===== src/rtl/ntt_bf_sched_if.sv =====
// Handshake and memory-control bundle between the NTT stage scheduler and its neighbours.
// master: the requester / address-generator side; slave: the scheduler itself.
interface ntt_bf_sched_if #(
    parameter int unsigned CNT_W = 7,
    parameter int unsigned TW_W  = 8
);
    logic             start;
    logic             ntt_mode;
    logic             busy;
    logic             done;
    logic             sel;
    logic             sel_ntt;
    logic             rd_en;
    logic [CNT_W-1:0] rd_cnt;
    logic [2:0]       rd_stage;
    logic [TW_W-1:0]  tw_addr;
    logic             wr_en;
    logic [CNT_W-1:0] wr_cnt;
    logic [2:0]       wr_stage;

    modport master (
        output start, ntt_mode,
        input  busy, done, sel, sel_ntt, rd_en, rd_cnt, rd_stage, tw_addr,
        input  wr_en, wr_cnt, wr_stage
    );

    modport slave (
        input  start, ntt_mode,
        output busy, done, sel, sel_ntt, rd_en, rd_cnt, rd_stage, tw_addr,
        output wr_en, wr_cnt, wr_stage
    );
endinterface


===== src/rtl/ntt_bf_sched.sv =====
// Stage scheduler for the 512-point mixed-radix NTT/INTT: four radix-4 stages and one radix-2
// stage, each 128 butterfly reads followed by a PIPE_LAT-cycle drain so writes land before the
// next stage reads. All outputs decode straight from flops.
module ntt_bf_sched #(
    parameter int unsigned PIPE_LAT = 4,
    parameter int unsigned CNT_W    = 7,
    parameter int unsigned TW_W     = 8
) (
    input logic          clk,
    input logic          rst,
    ntt_bf_sched_if.slave bus
);

    typedef enum logic [1:0] {StIdle, StRun, StDrain, StDone} state_e;

    localparam logic [CNT_W-1:0] CntMax   = '1;
    localparam logic [3:0]       DrainMax = 4'(PIPE_LAT - 1);

    state_e           state_q, state_d;
    logic [CNT_W-1:0] cnt_q, cnt_d;
    logic [3:0]       dcnt_q, dcnt_d;
    logic [2:0]       stage_q, stage_d;
    logic             mode_q, mode_d;
    logic             sel_q, sel_d;
    logic [TW_W-1:0]  tw_q, tw_d;
    logic [1:0]       r4_idx;

    logic             rd_en;
    logic [CNT_W-1:0] rd_cnt;
    logic [2:0]       rd_stage;

    logic             dl_en_q    [PIPE_LAT];
    logic [CNT_W-1:0] dl_cnt_q   [PIPE_LAT];
    logic [2:0]       dl_stage_q [PIPE_LAT];

    // State and datapath registers
    always_ff @(posedge clk or negedge rst) begin
        if (!rst) begin
            state_q <= StIdle;
            cnt_q   <= '0;
            dcnt_q  <= '0;
            stage_q <= '0;
            mode_q  <= 1'b0;
            sel_q   <= 1'b0;
            tw_q    <= '0;
        end else begin
            state_q <= state_d;
            cnt_q   <= cnt_d;
            dcnt_q  <= dcnt_d;
            stage_q <= stage_d;
            mode_q  <= mode_d;
            sel_q   <= sel_d;
            tw_q    <= tw_d;
        end
    end

    // Next-state: stage sequencing, counters, radix select and twiddle address
    always_comb begin
        state_d = state_q;
        cnt_d   = cnt_q;
        dcnt_d  = dcnt_q;
        stage_d = stage_q;
        mode_d  = mode_q;
        sel_d   = sel_q;
        tw_d    = '0;
        r4_idx  = '0;
        unique case (state_q)
            StIdle: begin
                if (bus.start) begin
                    state_d = StRun;
                    mode_d  = bus.ntt_mode;
                    stage_d = '0;
                    cnt_d   = '0;
                    dcnt_d  = '0;
                    sel_d   = !bus.ntt_mode;
                end
            end
            StRun: begin
                cnt_d = cnt_q + 1'b1;
                if (cnt_q == CntMax) begin
                    state_d = StDrain;
                    cnt_d   = '0;
                    dcnt_d  = '0;
                end
            end
            StDrain: begin
                dcnt_d = dcnt_q + 1'b1;
                if (dcnt_q == DrainMax) begin
                    dcnt_d = '0;
                    if (stage_q < 3'd4) begin
                        state_d = StRun;
                        stage_d = stage_q + 1'b1;
                        // Forward: radix-2 last; inverse: radix-2 first
                        sel_d   = mode_q ? (stage_d != 3'd0) : (stage_d != 3'd4);
                    end else begin
                        state_d = StDone;
                    end
                end
            end
            StDone: begin
                state_d = StIdle;
            end
            default: state_d = StIdle;
        endcase

        // Address for the read issued next cycle; zero whenever no read is issued
        if (state_d == StRun) begin
            if (sel_d) begin
                // INTT radix-4 stages start at stage 1, so shift the index down by one
                r4_idx = stage_d[1:0] - {1'b0, mode_d};
                unique case (r4_idx)
                    2'd0: tw_d = TW_W'(cnt_d >> 7);
                    2'd1: tw_d = TW_W'(1) + TW_W'(cnt_d >> 5);
                    2'd2: tw_d = TW_W'(5) + TW_W'(cnt_d >> 3);
                    2'd3: tw_d = TW_W'(21) + TW_W'(cnt_d >> 1);
                    default: tw_d = '0;
                endcase
            end else begin
                tw_d = TW_W'(85) + TW_W'(cnt_d);
            end
        end
    end

    // Outputs decoded from registered state
    always_comb begin
        rd_en        = (state_q == StRun);
        rd_cnt       = rd_en ? cnt_q : '0;
        rd_stage     = rd_en ? stage_q : '0;
        bus.busy     = (state_q == StRun) || (state_q == StDrain);
        bus.done     = (state_q == StDone);
        bus.sel      = sel_q;
        bus.sel_ntt  = mode_q;
        bus.rd_en    = rd_en;
        bus.rd_cnt   = rd_cnt;
        bus.rd_stage = rd_stage;
        bus.tw_addr  = tw_q;
        bus.wr_en    = dl_en_q[PIPE_LAT-1];
        bus.wr_cnt   = dl_cnt_q[PIPE_LAT-1];
        bus.wr_stage = dl_stage_q[PIPE_LAT-1];
    end

    // Write-side delay line matching the butterfly pipeline latency
    always_ff @(posedge clk or negedge rst) begin
        if (!rst) begin
            for (int i = 0; i < int'(PIPE_LAT); i++) begin
                dl_en_q[i]    <= 1'b0;
                dl_cnt_q[i]   <= '0;
                dl_stage_q[i] <= '0;
            end
        end else begin
            dl_en_q[0]    <= rd_en;
            dl_cnt_q[0]   <= rd_cnt;
            dl_stage_q[0] <= rd_stage;
            for (int i = 1; i < int'(PIPE_LAT); i++) begin
                dl_en_q[i]    <= dl_en_q[i-1];
                dl_cnt_q[i]   <= dl_cnt_q[i-1];
                dl_stage_q[i] <= dl_stage_q[i-1];
            end
        end
    end

endmodule

===== src/flat_wrapper.sv =====
// flat-port wrapper written by rule: the top's interface ports become plain ports
module ntt_bf_sched_flat 
#(
    parameter int unsigned PIPE_LAT = 4,
    parameter int unsigned CNT_W    = 7,
    parameter int unsigned TW_W     = 8
)
  (clk, rst, bus_start, bus_ntt_mode, bus_busy, bus_done, bus_sel, bus_sel_ntt, bus_rd_en, bus_rd_cnt, bus_rd_stage, bus_tw_addr, bus_wr_en, bus_wr_cnt, bus_wr_stage);
  ntt_bf_sched_if #(.CNT_W(CNT_W), .TW_W(TW_W)) bus_i ();
  input logic clk;
  input logic rst;
  input wire logic [$bits(bus_i.start)-1:0] bus_start;
  input wire logic [$bits(bus_i.ntt_mode)-1:0] bus_ntt_mode;
  output wire logic [$bits(bus_i.busy)-1:0] bus_busy;
  output wire logic [$bits(bus_i.done)-1:0] bus_done;
  output wire logic [$bits(bus_i.sel)-1:0] bus_sel;
  output wire logic [$bits(bus_i.sel_ntt)-1:0] bus_sel_ntt;
  output wire logic [$bits(bus_i.rd_en)-1:0] bus_rd_en;
  output wire logic [$bits(bus_i.rd_cnt)-1:0] bus_rd_cnt;
  output wire logic [$bits(bus_i.rd_stage)-1:0] bus_rd_stage;
  output wire logic [$bits(bus_i.tw_addr)-1:0] bus_tw_addr;
  output wire logic [$bits(bus_i.wr_en)-1:0] bus_wr_en;
  output wire logic [$bits(bus_i.wr_cnt)-1:0] bus_wr_cnt;
  output wire logic [$bits(bus_i.wr_stage)-1:0] bus_wr_stage;
  assign bus_i.start = bus_start;
  assign bus_i.ntt_mode = bus_ntt_mode;
  assign bus_busy = bus_i.busy;
  assign bus_done = bus_i.done;
  assign bus_sel = bus_i.sel;
  assign bus_sel_ntt = bus_i.sel_ntt;
  assign bus_rd_en = bus_i.rd_en;
  assign bus_rd_cnt = bus_i.rd_cnt;
  assign bus_rd_stage = bus_i.rd_stage;
  assign bus_tw_addr = bus_i.tw_addr;
  assign bus_wr_en = bus_i.wr_en;
  assign bus_wr_cnt = bus_i.wr_cnt;
  assign bus_wr_stage = bus_i.wr_stage;
  ntt_bf_sched #(.PIPE_LAT(PIPE_LAT), .CNT_W(CNT_W), .TW_W(TW_W)) u_core (.clk(clk), .rst(rst), .bus(bus_i));
endmodule

===== config.mk =====
export PLATFORM = sky130hd
export DESIGN_NAME = ntt_bf_sched_flat
export DESIGN_NICKNAME = d
export VERILOG_FILES = /design/src/rtl/ntt_bf_sched_if.sv /design/src/rtl/ntt_bf_sched.sv /design/src/flat_wrapper.sv
export SDC_FILE = /design/constraint.sdc
export NUM_CORES = 1
export LEC_CHECK = 0
export BUFFER_PORTS_ARGS = -buffer_cell sky130_fd_sc_hd__buf_2
export CORE_ASPECT_RATIO = 0.6
export CORE_MARGIN = 3
export CORE_UTILIZATION = 50
export DETAILED_ROUTE_END_ITERATION = 6
export PLACE_DENSITY = 0.83
export REMOVE_ABC_BUFFERS = 1
export SKIP_LAST_GASP = 1
export SYNTH_ARGS = -nofsm -noshare
export SYNTH_HDL_FRONTEND = slang
export SYNTH_SLANG_ARGS = --single-unit

===== constraint.sdc =====
create_clock -name clk -period 2.78 [get_ports clk]
set_input_delay 0.417 -clock clk [delete_from_list [all_inputs] [get_ports clk]]
set_output_delay 0.417 -clock clk [all_outputs]
set_load 0.02 [all_outputs]

==> results.sh <==
export IMPL_pwr_density_cell_nw_per_um2=1122
export IMPL_grt_max_degree=40
export IMPL_grtUsageTotal_pct=20.72
export IMPL_drv_cap=0
export IMPL_synth_edf_count=0
export IMPL_worstSetupStartpointType="flip-flop"
export IMPL_arrival_ns=2.93
export IMPL_ys_ff_latch=70
export IMPL_wl_per_cell_um=16.59
export IMPL_leakagePower_nw=1.933
export IMPL_layout_drive_gt1_share_pct=37.50
export IMPL_fmax_mhz=374.2
export IMPL_dieArea_um2=7361
export IMPL_ios=38
export IMPL_synthToLayoutAreaGrowth_pct=23.49
export IMPL_overflow=0
export IMPL_first_iter_violations=140
export IMPL_vias=2241
export IMPL_post_dp_hpwl_um=4880
export IMPL_grt_pass1_vias=2192
export IMPL_r2r_cells=8
export IMPL_placed_cells=398
export IMPL_r2r_slack_ns=0.11
export IMPL_wl_um=6902
export IMPL_firstDrtPassIters=4
export IMPL_ys_seq_area_share_pct=55.27
export IMPL_hold_class="in2async"
export IMPL_final_common_cell="dfrtp_1"
export IMPL_reg2reg_from="u_core.cnt_q[1]"
export IMPL_rsz0062_at_grt="yes"
export IMPL_antenna_found_initial=0
export IMPL_cts_buffers=9
export IMPL_end_kind="flip-flop"
export IMPL_netlist_area_um2=3169
export IMPL_cts_hold_buf=0
export IMPL_synthTopCellsByArea="dfrtp_1 (55%), ha_1 (6.7%), nand2_1 (2.6%)"
export IMPL_syn_inst=269
export IMPL_stdcell_count=416
export IMPL_tritoncts="yes"
export IMPL_setup_violations=0
export IMPL_synth_top_area_share_pct=55.27
export IMPL_async_flop_share_pct=100.0
export IMPL_via_per_inst=5.387
export IMPL_synth_area_per_cell_um2=11.78
export IMPL_synth_largest_area_cell="dfrtp_1"
export IMPL_root_buffer="clkbuf_8"
export IMPL_layout_nets=352
export IMPL_slew_viol_final=0
export IMPL_crit_fanout=5
export IMPL_final_cell_mix="dfrtp_1 (70), buf_2 (37), buf_4 (31)"
export IMPL_antenna_cells=0
export IMPL_cts_sinks=70
export IMPL_rr_endpoint="u_core.bus.tw_addr[2]"
export IMPL_worst_pin_slew_ns=0.7388
export IMPL_required_ns=3.04
export IMPL_period_needed_ns=2.672
export IMPL_core_rowCount=21
export IMPL_ant_nets=0
export IMPL_clk_pin_slew_ns=0.08
export IMPL_place_congestion=0.9169
export IMPL_ys_types=60
export IMPL_slew_headroom_pct=50.75
export IMPL_utilization_pct=67.10
export IMPL_clk_latency_ns=0.35
export IMPL_fin_skew_ns=0.005465
export IMPL_die_x_um=108.8
export IMPL_drc=0
export IMPL_crit_type="reg2reg"
export IMPL_start_util_pct=54.33
export IMPL_cts_htree_levels=3
export IMPL_run_status="complete, no violations"
export IMPL_finalCritPeriodShare_pct=96.13
export IMPL_fillers=442
export IMPL_die_h_um=67.67
export IMPL_finalHoldViolCount=0
export IMPL_yosysWarnings=0
export IMPL_ir_drop_mv=0.4725
export IMPL_portBuffers=37
export IMPL_synthFlopType="dfrtp_1"
export IMPL_fp_coreArea_um2=5833
export IMPL_clock_path_buffers=2
export IMPL_grt_pass1_wl_um=11360
==> kinds of logic after synthesis <==
| group | Yosys count | synth area share, % |
|---|---|---|
| muxes | 8 | 3.119 |
| xor gates and xnor gates | 9 | 2.487 |
| DFF | 70 | 55.27 |
| AOI/OAI and AO/OA | 57 | 13.38 |
| buffers and inverters | 31 | 5.290 |
| and+or+nand+nor | 77 | 13.74 |
| adders and majority gates | 17 | 6.711 |
==> area by class of cell <==
cell class	count	area, um^2	share of cell area (%)
sequential	70	1752	44.76
multi-input combinational	168	1378	35.20
timing repair buffer	69	437.9	11.19
clock buffer	10	127.6	3.261
tap	80	100.1	2.558
clock inverter	6	70.07	1.790
inverter	13	48.80	1.247
==> metrics by stage <==
stage                     TNS [ns]  worst slack (ns)  power [mW]  cell area, um^2  hold WS [ns]
after detailed placement   -0.1763          -0.08518       3.361             3573        0.3362
final                            0            0.1077       4.391             3914        0.1245
after CTS                        0           0.03051       4.233             3806        0.1307
after global routing       -0.2078          -0.06556       4.683             3914        0.1630
after global placement           0           0.01593       3.316             3573        0.3322
after floorplan            -0.2533           -0.1502       2.639             3050        0.1214
==> worst max-delay path, stage by stage (launching register included) <==
cell      delay [ns]
dfrtp_1         0.43
ha_1            0.29
nand4_2         0.19
o211ai_1        0.35
nand2_2         0.12
ha_1            0.26
or2_2           0.36
a311o_1         0.33
a311oi_2        0.25
==> power breakdown <==
part           switching, mW  internal, mW  leakage (nW)
logic                   1.23         0.918         0.912
clock network          0.396         0.418        0.0891
registers              0.144          1.28         0.932
==> timing repair <==
item / 4_1_cts / 5_1_grt
pin swaps: 2 / 7
setup buffers: 1 / 1
setup endpoints to repair: 7 / 8
resized for setup: 11 / 22
gates cloned: 0 / 0
==> cells in the mapped netlist, types with 2 or more instances <==
cell	instances
o31ai_1	3
o22ai_1	4
nand2b_1	4
a311oi_1	3
nor2_1	8
xor2_1	3
buf_2	3
nand4b_1	2
xnor2_1	6
nand3_1	10
nand2_1	22
mux2i_1	5
clkbuf_2	2
buf_4	10
a22oi_1	3
or2_2	3
nor2b_1	5
ha_1	17
o21ai_0	14
o311ai_0	2
inv_1	13
dfrtp_1	70
and2_1	11
a31oi_1	4
a21oi_1	7
==> worst max-delay path by stage <==
stage / to / from
floorplan: u_core.bus.tw_addr[2] / u_core.state_q[0]
global placement: u_core.bus.tw_addr[2] / u_core.state_q[1]
detailed placement: u_core.bus.tw_addr[2] / u_core.state_q[0]
CTS: u_core.bus.tw_addr[2] / u_core.state_q[1]
global route: u_core.bus.tw_addr[5] / u_core.state_q[1]
finish: u_core.bus.tw_addr[2] / u_core.cnt_q[1]
==> sequential cells by signal, indices dropped and copies added, names as in the netlist <==
name and count:
u_core.stage_q 3, u_core.dl_cnt_q 21, u_core.bus.wr_stage 3, u_core.bus.wr_cnt 7
u_core.bus.wr_en 1, u_core.dl_en_q 3, u_core.dl_stage_q 9, u_core.bus.sel 1
u_core.state_q 2, u_core.dcnt_q 4, u_core.cnt_q 7, u_core.bus.sel_ntt 1
u_core.bus.tw_addr 8
==> metal layers <==
layer / vias up / part of all wire (%) / global-route usage [%]
met1: 1087 / 48 / 29.93
met3: 12 / 8.4 / 6.781
met2: 78 / 42 / 29.54
met5: - / 0 / 0
li1: 1064 / - / -
met4: 0 / 1.4 / 6.457
Power figures use the tool's default switching activity.
